[src/rtl/cpu_pkg.sv]
// Shared CPU front-end definitions: default widths, reset PC, NOP encoding,
// PC step, fetch buffer entry layout and the fetch FSM state type.
// FETCH_MISALIGN_EN adds a misalign flag to each buffered fetch entry.
package cpu_pkg;

    localparam int unsigned DEF_ADDR_W = 32;
    localparam int unsigned DEF_INSN_W = 32;

    localparam logic [DEF_ADDR_W-1:0] DEF_RESET_PC = 32'h0000_0000;
    localparam logic [DEF_INSN_W-1:0] NOP_INSN     = 32'h0000_0013;
    localparam logic [DEF_ADDR_W-1:0] PC_INC       = 32'd4;

    // One buffered instruction together with the PC it was fetched from
    typedef struct packed {
        logic [DEF_ADDR_W-1:0] pc;
        logic [DEF_INSN_W-1:0] insn;
`ifdef FETCH_MISALIGN_EN
        logic                  misalign;
`endif
    } fetch_entry_t;

    typedef enum logic {
        FETCH    = 1'b0,
        MISALIGN = 1'b1
    } fetch_state_t;

endpackage

[src/rtl/fetch_buffer.sv]
// Synchronous FIFO of fetch entries, DEPTH deep (power of two).
// Ports: clk, reset (sync, active-high), push/push_entry, pop, flush,
//        occ (entry count), head (entry at read pointer), empty.
// Flush wins over push; a pop on an empty FIFO is ignored.
module fetch_buffer
    import cpu_pkg::*;
#(
    parameter int unsigned DEPTH = 2
) (
    input  logic                     clk,
    input  logic                     reset,
    input  logic                     push,
    input  fetch_entry_t             push_entry,
    input  logic                     pop,
    input  logic                     flush,
    output logic [$clog2(DEPTH):0]   occ,
    output fetch_entry_t             head,
    output logic                     empty
);

    localparam int unsigned PTR_W = $clog2(DEPTH);
    localparam int unsigned CNT_W = PTR_W + 1;

    fetch_entry_t       mem [DEPTH];
    logic [PTR_W-1:0]   wr_ptr;
    logic [PTR_W-1:0]   rd_ptr;
    logic [CNT_W-1:0]   count;
    logic               do_push;
    logic               do_pop;

    assign do_push = push && !flush;
    assign do_pop  = pop && (count != '0) && !flush;

    // Pointer and count bookkeeping
    always_ff @(posedge clk) begin
        if (reset || flush) begin
            wr_ptr <= '0;
            rd_ptr <= '0;
            count  <= '0;
        end else begin
            if (do_push) wr_ptr <= wr_ptr + PTR_W'(1);
            if (do_pop)  rd_ptr <= rd_ptr + PTR_W'(1);
            count <= count + CNT_W'(do_push) - CNT_W'(do_pop);
        end
    end

    // Entry storage; contents are only observed while count is non-zero
    always_ff @(posedge clk) begin
        if (!reset && do_push) mem[wr_ptr] <= push_entry;
    end

    assign head  = mem[rd_ptr];
    assign occ   = count;
    assign empty = (count == '0);

endmodule

[src/rtl/instr_fetch.sv]
// Instruction fetch stage: owns the PC, issues in-order word reads under a
// credit limit of BUF_DEPTH (buffered + in flight), buffers responses with
// their PCs and hands them to decode over valid/ready. Redirects flush the
// buffer and drop responses of fetches already in flight.
// Ports: clk, reset (sync, active-high); redirect_valid/redirect_pc from
//        execute; req_valid/req_ready/req_addr to imem; resp_valid/resp_data
//        from imem; insn_valid/insn_ready/insn_data/insn_pc to decode.
// FETCH_MISALIGN_EN: adds insn_misalign; a misaligned redirect yields one
//        flagged entry and stalls fetch until the next redirect.
module instr_fetch
    import cpu_pkg::*;
#(
    parameter int unsigned       ADDR_W    = DEF_ADDR_W,
    parameter int unsigned       INSN_W    = DEF_INSN_W,
    parameter logic [ADDR_W-1:0] RESET_PC  = DEF_RESET_PC,
    parameter int unsigned       BUF_DEPTH = 2
) (
    input  logic              clk,
    input  logic              reset,
    input  logic              redirect_valid,
    input  logic [ADDR_W-1:0] redirect_pc,
    output logic              req_valid,
    input  logic              req_ready,
    output logic [ADDR_W-1:0] req_addr,
    input  logic              resp_valid,
    input  logic [INSN_W-1:0] resp_data,
    output logic              insn_valid,
    input  logic              insn_ready,
    output logic [INSN_W-1:0] insn_data,
`ifdef FETCH_MISALIGN_EN
    output logic              insn_misalign,
`endif
    output logic [ADDR_W-1:0] insn_pc
);

    localparam int unsigned CNT_W = $clog2(BUF_DEPTH) + 1;
    localparam int unsigned SUM_W = CNT_W + 1;

    logic [ADDR_W-1:0] fetch_pc;
    logic [ADDR_W-1:0] resp_pc;
    logic [CNT_W-1:0]  inflight;
    logic [CNT_W-1:0]  discard;
    logic [CNT_W-1:0]  occ;
    logic [ADDR_W-1:0] redir_pc;
    fetch_entry_t      head;
    fetch_entry_t      push_entry;
    logic              empty;
    logic              push;
    logic              pop;
    logic              req_fire;
    logic              credit_ok;
    logic              stall;
    logic              mis_push;

    assign redir_pc  = {redirect_pc[ADDR_W-1:2], 2'b00};
    assign credit_ok = (SUM_W'(occ) + SUM_W'(inflight)) < SUM_W'(BUF_DEPTH);
    assign req_valid = !reset && !redirect_valid && credit_ok && !stall;
    assign req_addr  = fetch_pc;
    assign req_fire  = req_valid && req_ready;

    assign insn_valid = !reset && !empty;
    assign insn_data  = insn_valid ? INSN_W'(head.insn) : '0;
    assign insn_pc    = insn_valid ? ADDR_W'(head.pc) : '0;
    assign pop        = insn_valid && insn_ready;

`ifdef FETCH_MISALIGN_EN
    fetch_state_t      state;
    logic              mis_pending;
    logic [ADDR_W-1:0] mis_pc;

    assign stall         = (state == MISALIGN);
    assign mis_push      = stall && mis_pending && (discard == '0);
    assign insn_misalign = insn_valid && head.misalign;

    // Misalign FSM: park on a misaligned target, emit one flagged entry
    // once the stale fetches have drained, then wait for a new redirect
    always_ff @(posedge clk) begin
        if (reset) begin
            state       <= FETCH;
            mis_pending <= 1'b0;
            mis_pc      <= '0;
        end else if (redirect_valid) begin
            if (redirect_pc[1:0] != 2'b00) begin
                state       <= MISALIGN;
                mis_pending <= 1'b1;
                mis_pc      <= redirect_pc;
            end else begin
                state       <= FETCH;
                mis_pending <= 1'b0;
            end
        end else if (mis_push) begin
            mis_pending <= 1'b0;
        end
    end
`else
    logic unused_low_bits;

    assign stall           = 1'b0;
    assign mis_push        = 1'b0;
    assign unused_low_bits = ^redirect_pc[1:0];
`endif

    // Buffer write: live response, or the synthetic misalign entry
    always_comb begin
        push_entry      = '0;
        push_entry.pc   = DEF_ADDR_W'(resp_pc);
        push_entry.insn = DEF_INSN_W'(resp_data);
        push            = resp_valid && (discard == '0);
`ifdef FETCH_MISALIGN_EN
        if (mis_push) begin
            push_entry.pc       = DEF_ADDR_W'(mis_pc);
            push_entry.insn     = '0;
            push_entry.misalign = 1'b1;
            push                = 1'b1;
        end
`endif
    end

    // PC, in-flight and discard tracking
    always_ff @(posedge clk) begin
        if (reset) begin
            fetch_pc <= RESET_PC;
            resp_pc  <= RESET_PC;
            inflight <= '0;
            discard  <= '0;
        end else begin
            inflight <= inflight + CNT_W'(req_fire) - CNT_W'(resp_valid);
            if (redirect_valid) begin
                // Everything still outstanding after this cycle is stale
                discard  <= inflight - CNT_W'(resp_valid);
                fetch_pc <= redir_pc;
                resp_pc  <= redir_pc;
            end else begin
                if (req_fire) fetch_pc <= fetch_pc + ADDR_W'(PC_INC);
                if (resp_valid) begin
                    if (discard != '0) discard <= discard - CNT_W'(1);
                    else               resp_pc <= resp_pc + ADDR_W'(PC_INC);
                end
            end
        end
    end

    fetch_buffer #(
        .DEPTH (BUF_DEPTH)
    ) u_buf (
        .clk        (clk),
        .reset      (reset),
        .push       (push),
        .push_entry (push_entry),
        .pop        (pop),
        .flush      (redirect_valid),
        .occ        (occ),
        .head       (head),
        .empty      (empty)
    );

    // A response with nothing outstanding would overrun the credit scheme
    assert property (@(posedge clk) disable iff (reset)
                     resp_valid |-> (inflight != '0));

endmodule
[config.mk]
export PLATFORM = sky130hd
export DESIGN_NAME = instr_fetch
export DESIGN_NICKNAME = d
export VERILOG_FILES = /design/src/rtl/cpu_pkg.sv /design/src/rtl/fetch_buffer.sv /design/src/rtl/instr_fetch.sv
export SDC_FILE = /design/constraint.sdc
export NUM_CORES = 1
export LEC_CHECK = 0
export BUFFER_PORTS_ARGS = -buffer_cell sky130_fd_sc_hd__buf_2
export CAP_MARGIN = 20
export CORE_MARGIN = 3
export CORE_UTILIZATION = 45
export CTS_CLUSTER_SIZE = 8
export DETAILED_ROUTE_END_ITERATION = 6
export PLACE_DENSITY = 0.75
export SKIP_LAST_GASP = 1
export SYNTH_ARGS = -nofsm -noshare
export SYNTH_HDL_FRONTEND = slang
export SYNTH_SLANG_ARGS = --single-unit
[constraint.sdc]
create_clock -name clk -period 13.5 [get_ports clk]
set_input_delay 0 -clock clk [delete_from_list [all_inputs] [get_ports clk]]
set_output_delay 0 -clock clk [all_outputs]
set_load 0.01 [all_outputs]
# Word level (Yosys, flattened, before mapping)
# Memories as Yosys holds them, arrays and structs flattened. A register that Yosys moved wholly into a read port is not among the register bits.
# Cells that the tools add are included.
[totals]
reg_bits = 72
latchBits = 0
mem_bits_rw = 128
mem_bits_ro = 0
input_bits = 70
out_inout_bits = 98
wordCells = 63
n_memories = 1
[memory_table]
columns = ["memory", "depth", "width", "read_ports", "rd_clocked_by_memory_dff", "wr", "line_no", "rtl"]
rows = [
  ["u_buf.mem", 2, 64, 1, 1, 1, "fetch_buffer.sv:24", "fetch_entry_t mem [DEPTH];"],
]
[classes]
addsub = 11
multipliers = 0
div_mod_pow = 0
magnitude_cmp = 1
n_eq_ne = 1
n_shift = 0
muxes = 14
bitwise_logic = 1
reduce_logical = 25
[ops]
columns = ["cell", "count"]
rows = [
  ["$mux W32", 7],
  ["$add A32 B3 Y32 const B", 2],
  ["$logic_and A1 B1 Y1", 10],
  ["$reduce_bool A2 Y1", 5],
  ["$mux W2", 3],
  ["$reduce_and A2 Y1", 3],
  ["$sub A2 B1 Y2", 3],
  ["$add A2 B1 Y2", 2],
  ["$logic_not A2 Y1", 2],
  ["$mux W1", 4],
  ["$add A2 B2 Y3", 1],
  ["$logic_not A1 Y1", 3],
  ["$lt A3 B2 Y1 const B", 1],
  ["$add A1 B1 Y1 const B", 2],
  ["$ne A2 B2 Y1 const B", 1],
  ["$reduce_or A2 Y1", 1],
  ["$sub A2 B1 Y2 const B", 1],
  ["$logic_or A1 B1 Y1", 1],
  ["$not A1 Y1", 1],
]

# Depth between registers and ports, before layout
# Gate-level depths: netlist (run 1).
[depth]
word_depth = 8
mapped_depth = 11
mapped_depth_nobuf = 11

# By module
# Synthesis (run 1) repeated with hierarchy kept, for this count alone.
[unflattened]
hier_cells = 782
hier_area_um2 = 9534.1
[by_module_without_submodules]
columns = ["mod", "instances", "cells_per_inst", "area_per_inst_um2", "seq_area_each_um2"]
rows = [
  ["fetch_buffer", 1, 222, 5170.0, 3943.8],
  ["instr_fetch", 1, 560, 4364.2, 1281.2],
]

# Least setup slack after synthesis (run 1)
# No wires, ideal clock.
[synth_path]
path_type = "reg-to-reg"
from = "register discard[0]"
to = "memory u_buf.mem[0][0] (netlist name), enable pin"
setup_time_ns = 0.558
arrival_ns = 5.037
t_required_ns = 12.942
setup_slack_ns = 7.905
path_stages_with_launch = 5
path_buffers = 0
synth_period_minus_slack_ns = 5.595
cell_sequence = "dfxtp_1 > inv_1 > ha_1 > nand2_1 > nor3_1"
[synth_via]
elab_chain_len = 6
[synth_rtl]
columns = ["element", "line_no", "rtl"]
rows = [
  ["start, declared", "instr_fetch.sv:42", "logic [CNT_W-1:0] discard;"],
  ["start signal, assigned", "instr_fetch.sv:130", "discard <= inflight - CNT_W'(resp_valid);"],
  ["start signal, assigned", "instr_fetch.sv:136", "if (discard != '0) discard <= discard - CNT_W'(1);"],
  ["$logic_not A2 Y1", "instr_fetch.sv:108", "push = resp_valid && (discard == '0);"],
  ["$logic_and A1 B1 Y1", "instr_fetch.sv:108", ""],
  ["$logic_and A1 B1 Y1", "fetch_buffer.sv:31", "assign do_push = push && !flush;"],
  ["$logic_and A1 B1 Y1", "fetch_buffer.sv:49", "if (!reset && do_push) mem[wr_ptr] <= push_entry;"],
  ["$mux W1", "fetch_buffer.sv:49", ""],
  ["$mux W1 (not written as such)", "fetch_buffer.sv:49", ""],
  ["end, declared", "fetch_buffer.sv:24", ""],
]
# No other way between the ends.

# Final worst setup path (run 1)
[layout_path]
from = "register u_buf.count[0], in the netlist u_buf.occ[0]"
to = "register inflight[1]"
[layout_via]
elab_chain_len = 6
[layout_rtl]
columns = ["element", "line_no", "rtl"]
rows = [
  ["start, declared", "fetch_buffer.sv:27", "logic [CNT_W-1:0] count;"],
  ["start signal, assigned", "fetch_buffer.sv:43", "count <= count + CNT_W'(do_push) - CNT_W'(do_pop);"],
  ["$add A2 B2 Y3", "instr_fetch.sv:56", "assign credit_ok = (SUM_W'(occ) + SUM_W'(inflight)) < SUM_W'(BUF_DEPTH);"],
  ["$lt A3 B2 Y1", "instr_fetch.sv:56", ""],
  ["$logic_and A1 B1 Y1", "instr_fetch.sv:57", "assign req_valid = !reset && !redirect_valid && credit_ok && !stall;"],
  ["$logic_and A1 B1 Y1", "instr_fetch.sv:59", "assign req_fire = req_valid && req_ready;"],
  ["$add A2 B1 Y2", "instr_fetch.sv:127", "inflight <= inflight + CNT_W'(req_fire) - CNT_W'(resp_valid);"],
  ["$sub A2 B1 Y2", "instr_fetch.sv:127", ""],
  ["end signal, assigned", "instr_fetch.sv:127", ""],
  ["end, declared", "instr_fetch.sv:41", "logic [CNT_W-1:0] inflight;"],
]
# No other way between the ends.
# A chain may end at the register's enable or synchronous reset.

==> metrics, run 1 <==
total net switching power=just over 0.0003 W; num rows=50; GRT Resource Usage Total=20.4%; core area=18900 um2; crit path kind=reg -> reg; DR pass1 iterations=4; TNS Setup=0 ns; Worst path max stage delay=0.65 ns; sequential area share after synthesis=58.4%; drt total wl=around 22000 um; H-Tree Depth=4; clock group share of total power=39.7%; Setup crit end kind=register; Max-Cap Viols=0; Initial Util=46.3%; unique cell type count in the Yosys netlist=60; GRT overflow=0; fraction of registers with async set/reset=0%; Antenna Diode Count=0; Post-CTS Setup Inserts=0; Int Pwr=0.00102 W; Rel. slew slack=between 20% and 30%; largest net degree at the start of global routing=64; dpl hpwl=between 10000 and 15000 um; Synth-to-Final Area Change=24.5%; die area=21100 um2; Post-synth EDFFs=roughly 120; CTS tree=done; area of the mapped netlist=8740 um2; Hold WC Path Type=in -> reg; Max Slew Vio Count=0; Slew @ Worst Pin=1.09 ns; leading cell type in the layout, fill and taps excluded=buf_2; WP data required=13.79 ns; DR vias=around 7000; top_reg_cell synth=edfxtp_1; Critical Path Source Type=register; Switching Share=between 20% and 30%; clk sink count=193; drt drc=0; Die X=145 um; power share of the sequential group=51.5%; commonest non-fill, non-tap cells in the layout=buf_2, edfxtp_1, nor2_1, dfxtp_1, mux2i_1; share of cells above drive strength 1=21.2%; fmax=287 MHz; outcome=finished clean; CP top delay family=simple AND/OR/NAND/NOR gates; clk_skew=approximately 0.013 ns; clk buf depth=2; Syn Inst Count=769; final setup vio count=0; Detail Route Antenna Nets=0; Hold Fails Final Rpt=0; crit path DAT=3.78 ns; port bufs=161; RSZ-0062 raised after global routing=no; Max FO, Critical Path=13; first-iteration detailed-routing DRC count=456; initial antenna violation count=0; first-pass GRT wire length=approximately 35000 um; Leakage Power=3.93 nW; worst path buffer plus inverter count=3; Reg clk slew, reported paths=around 0.080 ns; Comb power frac=under 10%; CP cell instances=inv_1, nor2_1, fa_1, or3b_2, nor2_1, inv_1, ha_1, inv_1, ha_1, xnor2_1, nor2_1; root buf cell=clkbuf_16; final net count=between 1000 and 1500; WL/cell=~18 um; FF+latch count, synth=193; Syn Area/Cell=11.4 um2; PD cells=121 nW/um2; slowest CP cell=or3b_2; min Tclk post-route=3.48 ns; chip height=roughly 150 um; IO Pins=168; worst vdd ir=0.0835 mV; GP Congestion=0.887; latest clock arrival within the worst-skew pair=about 0.42 ns; number of global-route vias before repair=6574; final instance area=10900 um2; worst slack, placed=10.08 ns; synth warn=0; fin worst setup slack=10.02 ns; dpl cell area=9770 um2; vias per inst=5.65; clock buffer count from CTS=17; crit share post-route=25.8%
synth_stat cells, drive strengths merged, types with 13 or more instances:
master  count  area, um2
nor4       16        100
dfxtp      69       1380
mux2i      63        631
clkbuf     36        135
edfxtp    124       3720
inv        16       60.1
nand4      24        165
nor2       94        353
and4       15        131
o31ai      13       97.6
nand3      26        130
nor3       21        105
a21boi     14        105
o21ai      24        120
nand2      37        139
xnor2      16        140
or4        15        113
o21a       13       97.6
repair_timing:
| action | CTS | global route |
|---|---|---|
| resized for setup | 0 | 0 |
| hold buffers | 50 | 0 |
| endpoints found under the hold margin | 91 | 0 |
worst register-to-register path, delay by kind of cell (launching register included):
family	cells	cell delay (ns)
xor+xnor	1	0.17
fa+ha+maj	3	0.96
buf+inv	3	0.33
flops	1	0.40
simple gates	4	1.48
metrics by stage:
step | cells | utilization (%) | hold slack (ns) | power [W]
final | 1235 | 57.6 | 0.0189 | 0.00132
after global routing | 1235 | 57.6 | 0.0244 | 0.00136
after CTS | 1235 | 57.6 | 0.000450 | 0.00133
after detailed placement | 1154 | 51.7 | 0.191 | 0.000795
after global placement | 1154 | 51.7 | 0.188 | 0.000792
after floorplan | 772 | - | 0.0989 | 0.000751
power groups by stage:
stage | Combinational, W | Sequential, W | Clock, W
2_1_floorplan | 0.0000646 | 0.000687 | 0
3_3_place_gp | 0.000101 | 0.000690 | 0
3_5_place_dp | 0.000103 | 0.000692 | 0
4_1_cts | 0.000115 | 0.000679 | 0.000534
5_1_grt | 0.000128 | 0.000684 | 0.000553
6_report | 0.000116 | 0.000680 | 0.000523
worst paths after layout:
check / start / to / slack [ns] / cells after the start
max: u_buf.occ[0] / inflight[1] / 10.02 / 11
min reg2reg: resp_pc[31] / u_buf.mem[0][63] / 0.53 / 0
max reg2reg: u_buf.occ[0] / inflight[1] / 10.02 / 11
min: redirect_pc[20] / req_addr[20] / 0.02 / 3
flip-flops by register name (all words and copies together), names as in the netlist, named ones only:
| signal | count |
|---|---|
| u_buf.mem | 124 |
| req_addr | 30 |
| resp_pc | 30 |
| discard | 2 |
| inflight | 2 |
| u_buf.occ | 2 |
| u_buf.rd_ptr | 1 |
| u_buf.wr_ptr | 1 |
cell families (layout without fill, tap and decap cells):
| logic type | count (synthesis) | count (layout) | synth area share, % |
|---|---|---|---|
| xor+xnor | 23 | 23 | 2.30 |
| compound gates | 130 | 130 | 10.7 |
| buf+inv | 63 | 266 | 2.89 |
| mux | 63 | 63 | 7.21 |
| flops | 193 | 193 | 58.4 |
| simple gates | 287 | 287 | 17.1 |
| other cells | 1 | 4 | 0.0429 |
| fa+ha+maj | 9 | 9 | 1.37 |
layout make-up:
class / count / area (um2)
Multi-Input combinational cell: 516 / 3420
Clock buffer: 19 / 433
Clock inverter: 12 / 183
Inverter: 17 / 63.8
Sequential cell: 193 / 5110
Tap cell: 260 / 325
Fill cell: 1576 / 8010
Timing Repair Buffer: 218 / 1360
per-layer routing:
layer,routed length [um],vias to the layer above,share of wire (%),track usage (%)
li1,-,3310,-,-
met1,9860,3331,45,28.9
met2,10200,310,46,31.9
met3,1720,23,7.8,4.55
met4,250,0,1.1,5.98
met5,0,-,0,0
No activity file was read; power rests on OpenSTA's default activity.
==> run 2: changes to the inputs <==
--- a/config.mk
+++ b/config.mk
@@ -11,7 +11,7 @@
 export CORE_UTILIZATION = 45
 export CTS_CLUSTER_SIZE = 8
 export DETAILED_ROUTE_END_ITERATION = 6
-export PLACE_DENSITY = 0.75
+export PLACE_DENSITY = 0.78
 export SKIP_LAST_GASP = 1
 export SYNTH_ARGS = -nofsm -noshare
 export SYNTH_HDL_FRONTEND = slang
==> constraint.sdc (replaced) <==
create_clock -name clk -period 3 [get_ports clk]
set_input_delay 0 -clock clk [delete_from_list [all_inputs] [get_ports clk]]
set_output_delay 0 -clock clk [all_outputs]
set_load 0.01 [all_outputs]
==> metrics, run 2 (same netlist as run 1, synthesis figures left out) <==
reg-to-reg startpoint=u_buf.occ[0]; die area=21100 um2; PD cells=approximately 520 nW/um2; leading cell type in the layout, fill and taps excluded=buf_2; worst reg2reg path endpoint=req_addr[19]; Die X=145 um; placed cells=1165; commonest non-fill, non-tap cells in the layout=buf_2, edfxtp_1, nor2_1, dfxtp_1, mux2i_1; most flop-heavy register=u_buf.mem; Comb power frac=9.8%; clk sink count=193; Setup crit end kind=register; Hold WC Path Type=in -> reg; crit path kind=reg -> reg; Critical Path Source Type=register; met2 WL=10700 um; CP cell instances=inv_1, nor2_1, fa_1, nor3b_1, buf_4, nand3_2, or4_1, a31oi_1, dlygate4sd3_1; Max FO, Critical Path=8; share of cells above drive strength 1=22.6%; FILL cells=1598; dpl hpwl=about 15000 um; Switching Share=between 20% and 30%; first-pass GRT wire length=35900 um; Synth-to-Final Area Change=26.0%; clock group share of total power=36.8%; Int Pwr=0.00434 W; crit share post-route=a little over nine tenths; slowest CP cell=dlygate4sd3_1; r2r setup slk=0.16 ns; DR pass1 iterations=5; worst vdd ir=approximately 0.44 mV; clock buffer count from CTS=17; fin worst setup slack=approximately 0.16 ns; worst-case reg-to-reg path depth=9; Rel. slew slack=56.7%; clk_skew=0.0114 ns; vias per inst=5.64; CP top delay family=simple AND/OR/NAND/NOR gates; initial antenna violation count=0; total net switching power=0.00139 W; Initial Util=46.3%; outcome=finished clean; H-Tree Depth=4; Worst path max stage delay=0.57 ns; WL met3=1910 um; Multi-input gate area=between 3000 and 4000 um2; drt total wl=~23000 um; first-iteration detailed-routing DRC count=478; hold worst-path end=req_addr[6]; clk buf depth=2; Max-Cap Viols=0; root buf cell=clkbuf_16; fmax=~350 MHz; fin cells=between 1000 and 1500; Leakage Power=approximately 4.0 nW; port bufs=161; max reg flops=around 120; power share of the sequential group=a little over half; GRT overflow=0; GRT Resource Usage Total=20.9%; Reg clk slew, reported paths=approximately 0.07 ns; worst slack, placed=0.206 ns; CTS tree=done; Hold Fails Final Rpt=0; Detail Route Antenna Nets=0; GP Congestion=0.879; M1 WL=9550 um; IO Pins=between 150 and 200; crit path DAT=3.21 ns; WP data required=3.37 ns; highest routed layer=met4; Hold Path Depth=3; largest net degree at the start of global routing=53; worst path buffer plus inverter count=3; latest clock arrival within the worst-skew pair=0.42 ns; chip height=145 um; sequential cell area=5110 um2; Antenna Diode Count=0; final net count=1062; Slew @ Worst Pin=0.643 ns; WL/cell=18.0 um; number of global-route vias before repair=6820; core area=18900 um2; Max Slew Vio Count=0; min Tclk post-route=2.84 ns; hold wc startpoint=redirect_pc[6]; drt drc=0; final setup vio count=0; DR vias=7090; num rows=50
[run 2: area by class of cell]
class / count / share of cell area [%]
flip-flops and latches: 193 / 46.4
multi-input cells: 516 / 31.1
repair buffers: 238 / 14.0
clock buffers: 19 / 3.93
well taps: 260 / 2.95
clock inverters: 13 / 1.03
inverters: 17 / 0.579
[run 2: per-stage QoR]
stage	hold slack (ns)	total power, W	TNS [ns]	utilization [%]	instance area (um2)
floorplan	0.0989	0.00338	0	-	8770
global placement	0.188	0.00357	0	52.3	9890
detailed placement	0.193	0.00359	0	52.3	9890
CTS	0.00110	0.00573	0	58.1	11000
global route	0.0228	0.00594	-0.00868	58.3	11000
finish	0.00892	0.00573	0	58.3	11000
[run 2: what timing repair did]
| action | in CTS | in global routing |
|---|---|---|
| hold endpoints to repair | 96 | 0 |
| setup endpoints to repair | 0 | 2 |
| hold buffers | 55 | 0 |
| buffers inserted | 0 | 4 |
| gates resized for setup | 0 | 2 |
[run 2: power by group through the flow]
stage / clock network (W) / registers, W / logic (W)
2_1_floorplan: 0 / 0.00309 / 0.000293
3_3_place_gp: 0 / 0.00310 / 0.000466
3_5_place_dp: 0 / 0.00311 / 0.000479
4_1_cts: 0.00214 / 0.00305 / 0.000539
5_1_grt: 0.00225 / 0.00307 / 0.000616
6_report: 0.00211 / 0.00306 / 0.000561
[run 2: how the worst max path moves through the flow]
| stage | start | end | slack, ns | cells after the start |
|---|---|---|---|---|
| 5_1_grt | u_buf.occ[0] | req_addr[19] | -0.009 | 9 |
| 6_report | u_buf.occ[0] | req_addr[19] | 0.16 | 9 |
| 3_3_place_gp | u_buf.occ[0] | inflight[1] | 0.27 | 11 |
| 3_5_place_dp | u_buf.occ[0] | inflight[1] | 0.21 | 11 |
| 2_1_floorplan | discard[0] | u_buf.mem[1][0] | 0.13 | 5 |
| 4_1_cts | u_buf.occ[0] | req_addr[19] | 0.03 | 9 |
[run 2: worst register-to-register path: stages, from the launching register on]
cell           delay (ns)
dfxtp_1              0.39
inv_1                0.08
nor2_1               0.13
fa_1                 0.47
nor3b_1              0.22
buf_4                0.19
nand3_2              0.15
or4_1                0.42
a31oi_1              0.17
dlygate4sd3_1        0.57
[run 2: metal layers]
metal  track usage, %  vias to the layer above
met4             6.41                        0
met2             34.4                      331
li1                 -                     3350
met3             4.36                       31
met5                0                        -
met1             28.2                     3378
==> run 3: changes to the inputs <==
--- a/config.mk
+++ b/config.mk
@@ -7,12 +7,14 @@
 export LEC_CHECK = 0
 export BUFFER_PORTS_ARGS = -buffer_cell sky130_fd_sc_hd__buf_2
 export CAP_MARGIN = 20
+export CORE_ASPECT_RATIO = 1.1
 export CORE_MARGIN = 3
 export CORE_UTILIZATION = 45
 export CTS_CLUSTER_SIZE = 8
 export DETAILED_ROUTE_END_ITERATION = 6
-export PLACE_DENSITY = 0.78
+export PLACE_DENSITY = 0.77
 export SKIP_LAST_GASP = 1
 export SYNTH_ARGS = -nofsm -noshare
 export SYNTH_HDL_FRONTEND = slang
+export SYNTH_HIERARCHICAL = 1
 export SYNTH_SLANG_ARGS = --single-unit
==> metrics, run 3 <==
vias per inst=5.49; max reg flops=128; fmax=382 MHz; DR vias=7098; synth warn=6; FILL cells=1704; Hold WC Path Type=in -> reg; Synth Area in Adders=1.26%; crit share post-route=~87%; Synth-to-Final Area Change=23.3%; unique cell type count in the Yosys netlist=slightly above 70; Post-synth EDFFs=128; top cell type's share of synthesized area=40.3%; Syn Inst Count=782; most frequent cell after synthesis=edfxtp_1; num rows=55; area of the mapped netlist=between 9000 and 10000 um2; clk sink count=197; port bufs=roughly 160; min Tclk post-route=about 2.6 ns; share of cells above drive strength 1=29.2%; Hold Fails Final Rpt=0; die area=between 20000 and 25000 um2; Leakage Power=between 4 and 5 nW; number of global-route vias before repair=6848; outcome=finished clean; GRT overflow=0; TNS Setup=0 ns; Critical Path Source Type=register; simple-gate share of the synthesized area=18.6%; Synth Area in XOR/XNOR=under 10%; Setup crit end kind=register; Detail Route Antenna Nets=0; first-pass GRT wire length=34700 um; dpl cell area=roughly 11000 um2; Area contributors post-synth=edfxtp_1, dfxtp_1, mux2_4; IO Pins=168; chip height=159 um; largest net degree at the start of global routing=66; Die X=145 um; clock buffer count from CTS=17; CTS tree=done; Syn Area/Cell=12.2 um2; placed cells=between 1000 and 1500; GRT Resource Usage Total=19.1%; RSZ-0062 raised after global routing=no; final setup vio count=0; Antenna Diode Count=0; largest family of logic cells by synthesized area=simple AND/OR/NAND/NOR gates; CP cell instances=and2_1, fa_1, or3b_1, buf_4, nor4_1, or4b_1, a31oi_1; latest clock arrival within the worst-skew pair=0.43 ns; WP data required=3.36 ns; fraction of registers with async set/reset=0%; Post-CTS Setup Inserts=0; crit path kind=reg -> reg; Slew @ Worst Pin=around 0.87 ns; final instance area=11800 um2; Initial Util=around 46%; Reg clk slew, reported paths=0.07 ns; PD cells=between 400 and 500 nW/um2; dpl hpwl=14400 um; drt total wl=22100 um; Rel. slew slack=41.9%; leading cell type in the layout, fill and taps excluded=buf_2; most flop-heavy register=u_buf/mem; mux cell area share after synthesis=10.4%; WL/cell=17.1 um; crit path DAT=2.97 ns; sequential area share after synthesis=between 50% and 60%; Max Slew Vio Count=0; initial antenna violation count=0; dominant cell type by area after synthesis=edfxtp_1; final net count=1073; Post-synth top cells=edfxtp_1, and2_1, dfxtp_1; sequential cell area=5230 um2; top_reg_cell synth=edfxtp_1; GP Congestion=about 0.91; root buf cell=clkbuf_16; Max FO, Critical Path=21; first-iteration detailed-routing DRC count=roughly 460; Synth Area in Compound Gates=9.07%; fin cells=around 1300; worst vdd ir=around 0.33 mV; Max-Cap Viols=0; clk buf depth=2; DR pass1 iterations=5; slowest CP cell=fa_1; Worst path max stage delay=0.45 ns; commonest non-fill, non-tap cells in the layout=buf_2, edfxtp_1, and2_1, dfxtp_1, mux2_4; drt drc=0; H-Tree Depth=4; clk_skew=0.0124 ns; Multi-input gate area=around 4000 um2; FF+latch count, synth=197; core area=20700 um2
## run 3: cell count changes in the layout (fill, tap and decap cells not counted), moves of 9 or more
cell     previous run  this run
mux2_4              0        60
o31ai_1            13         2
o21a_1             13         4
and2_1              4        72
mux2i_1            63         2
nor2_1             94        31
## run 3: area by class of cell
cell class | count | area share (%)
clock inverter | 13 | 1.05
multi-input combinational | 523 | 34.0
inverter | 16 | 0.511
tap | 285 | 3.03
clock buffer | 19 | 3.68
sequential | 197 | 44.5
timing repair buffer | 239 | 13.3
## run 3: cell families (layout without fill, tap and decap cells)
logic type | Yosys count | in the layout
mux | 68 | 68
other cells | 1 | 6
simple gates | 300 | 300
buf+inv | 67 | 287
compound gates | 120 | 120
xor+xnor | 20 | 20
fa+ha+maj | 9 | 9
flops | 197 | 197
## run 3: worst max-delay path: cells and delay by family, from the launching register on
kind	cells	cell delay, ns
and+or+nand+nor	4	1.31
adders and majority gates	1	0.45
DFF	1	0.39
buffers and inverters	1	0.23
AOI/OAI and AO/OA	1	0.16
## run 3: worst paths after layout
path	endpoint	cells past startpoint	slack [ns]	from
setup / recovery	req_addr[28]	7	0.38	u_buf/occ[0]
setup reg to reg	req_addr[28]	7	0.38	u_buf/occ[0]
hold / removal	req_addr[17]	3	0.02	redirect_pc[17]
hold reg to reg	u_buf/mem[1][46]	0	0.51	resp_pc[14]
## run 3: what timing repair did
| item | CTS | global route |
|---|---|---|
| resized for setup | 0 | 0 |
| hold endpoints to repair | 107 | 0 |
| hold buffers | 59 | 0 |
## run 3: per-stage QoR
step	total power, W	setup slack, ns	utilization [%]	hold WS, ns
after CTS	0.00589	0.397	56.8	0.00184
after detailed placement	0.00366	0.413	51.2	0.195
after global routing	0.00609	0.218	56.8	0.0230
after global placement	0.00365	0.505	51.2	0.188
final	0.00585	0.383	56.8	0.0156
after floorplan	0.00345	0.0163	-	0.0690
## run 3: report_power, final
part           switching, W  total (W)  internal [W]
sequential         0.000119    0.00311       0.00299
combinational      0.000289   0.000559      0.000270
clock               0.00101    0.00217       0.00116
total               0.00142    0.00585       0.00442
## run 3: per-layer routing
metal | up-vias | share of wire [%] | track usage, %
li1 | 3413 | - | -
met1 | 3381 | 43 | 25.4
met2 | 278 | 48 | 31.7
met3 | 26 | 6.9 | 3.97
met4 | 0 | 1.5 | 5.46
met5 | - | 0 | 0
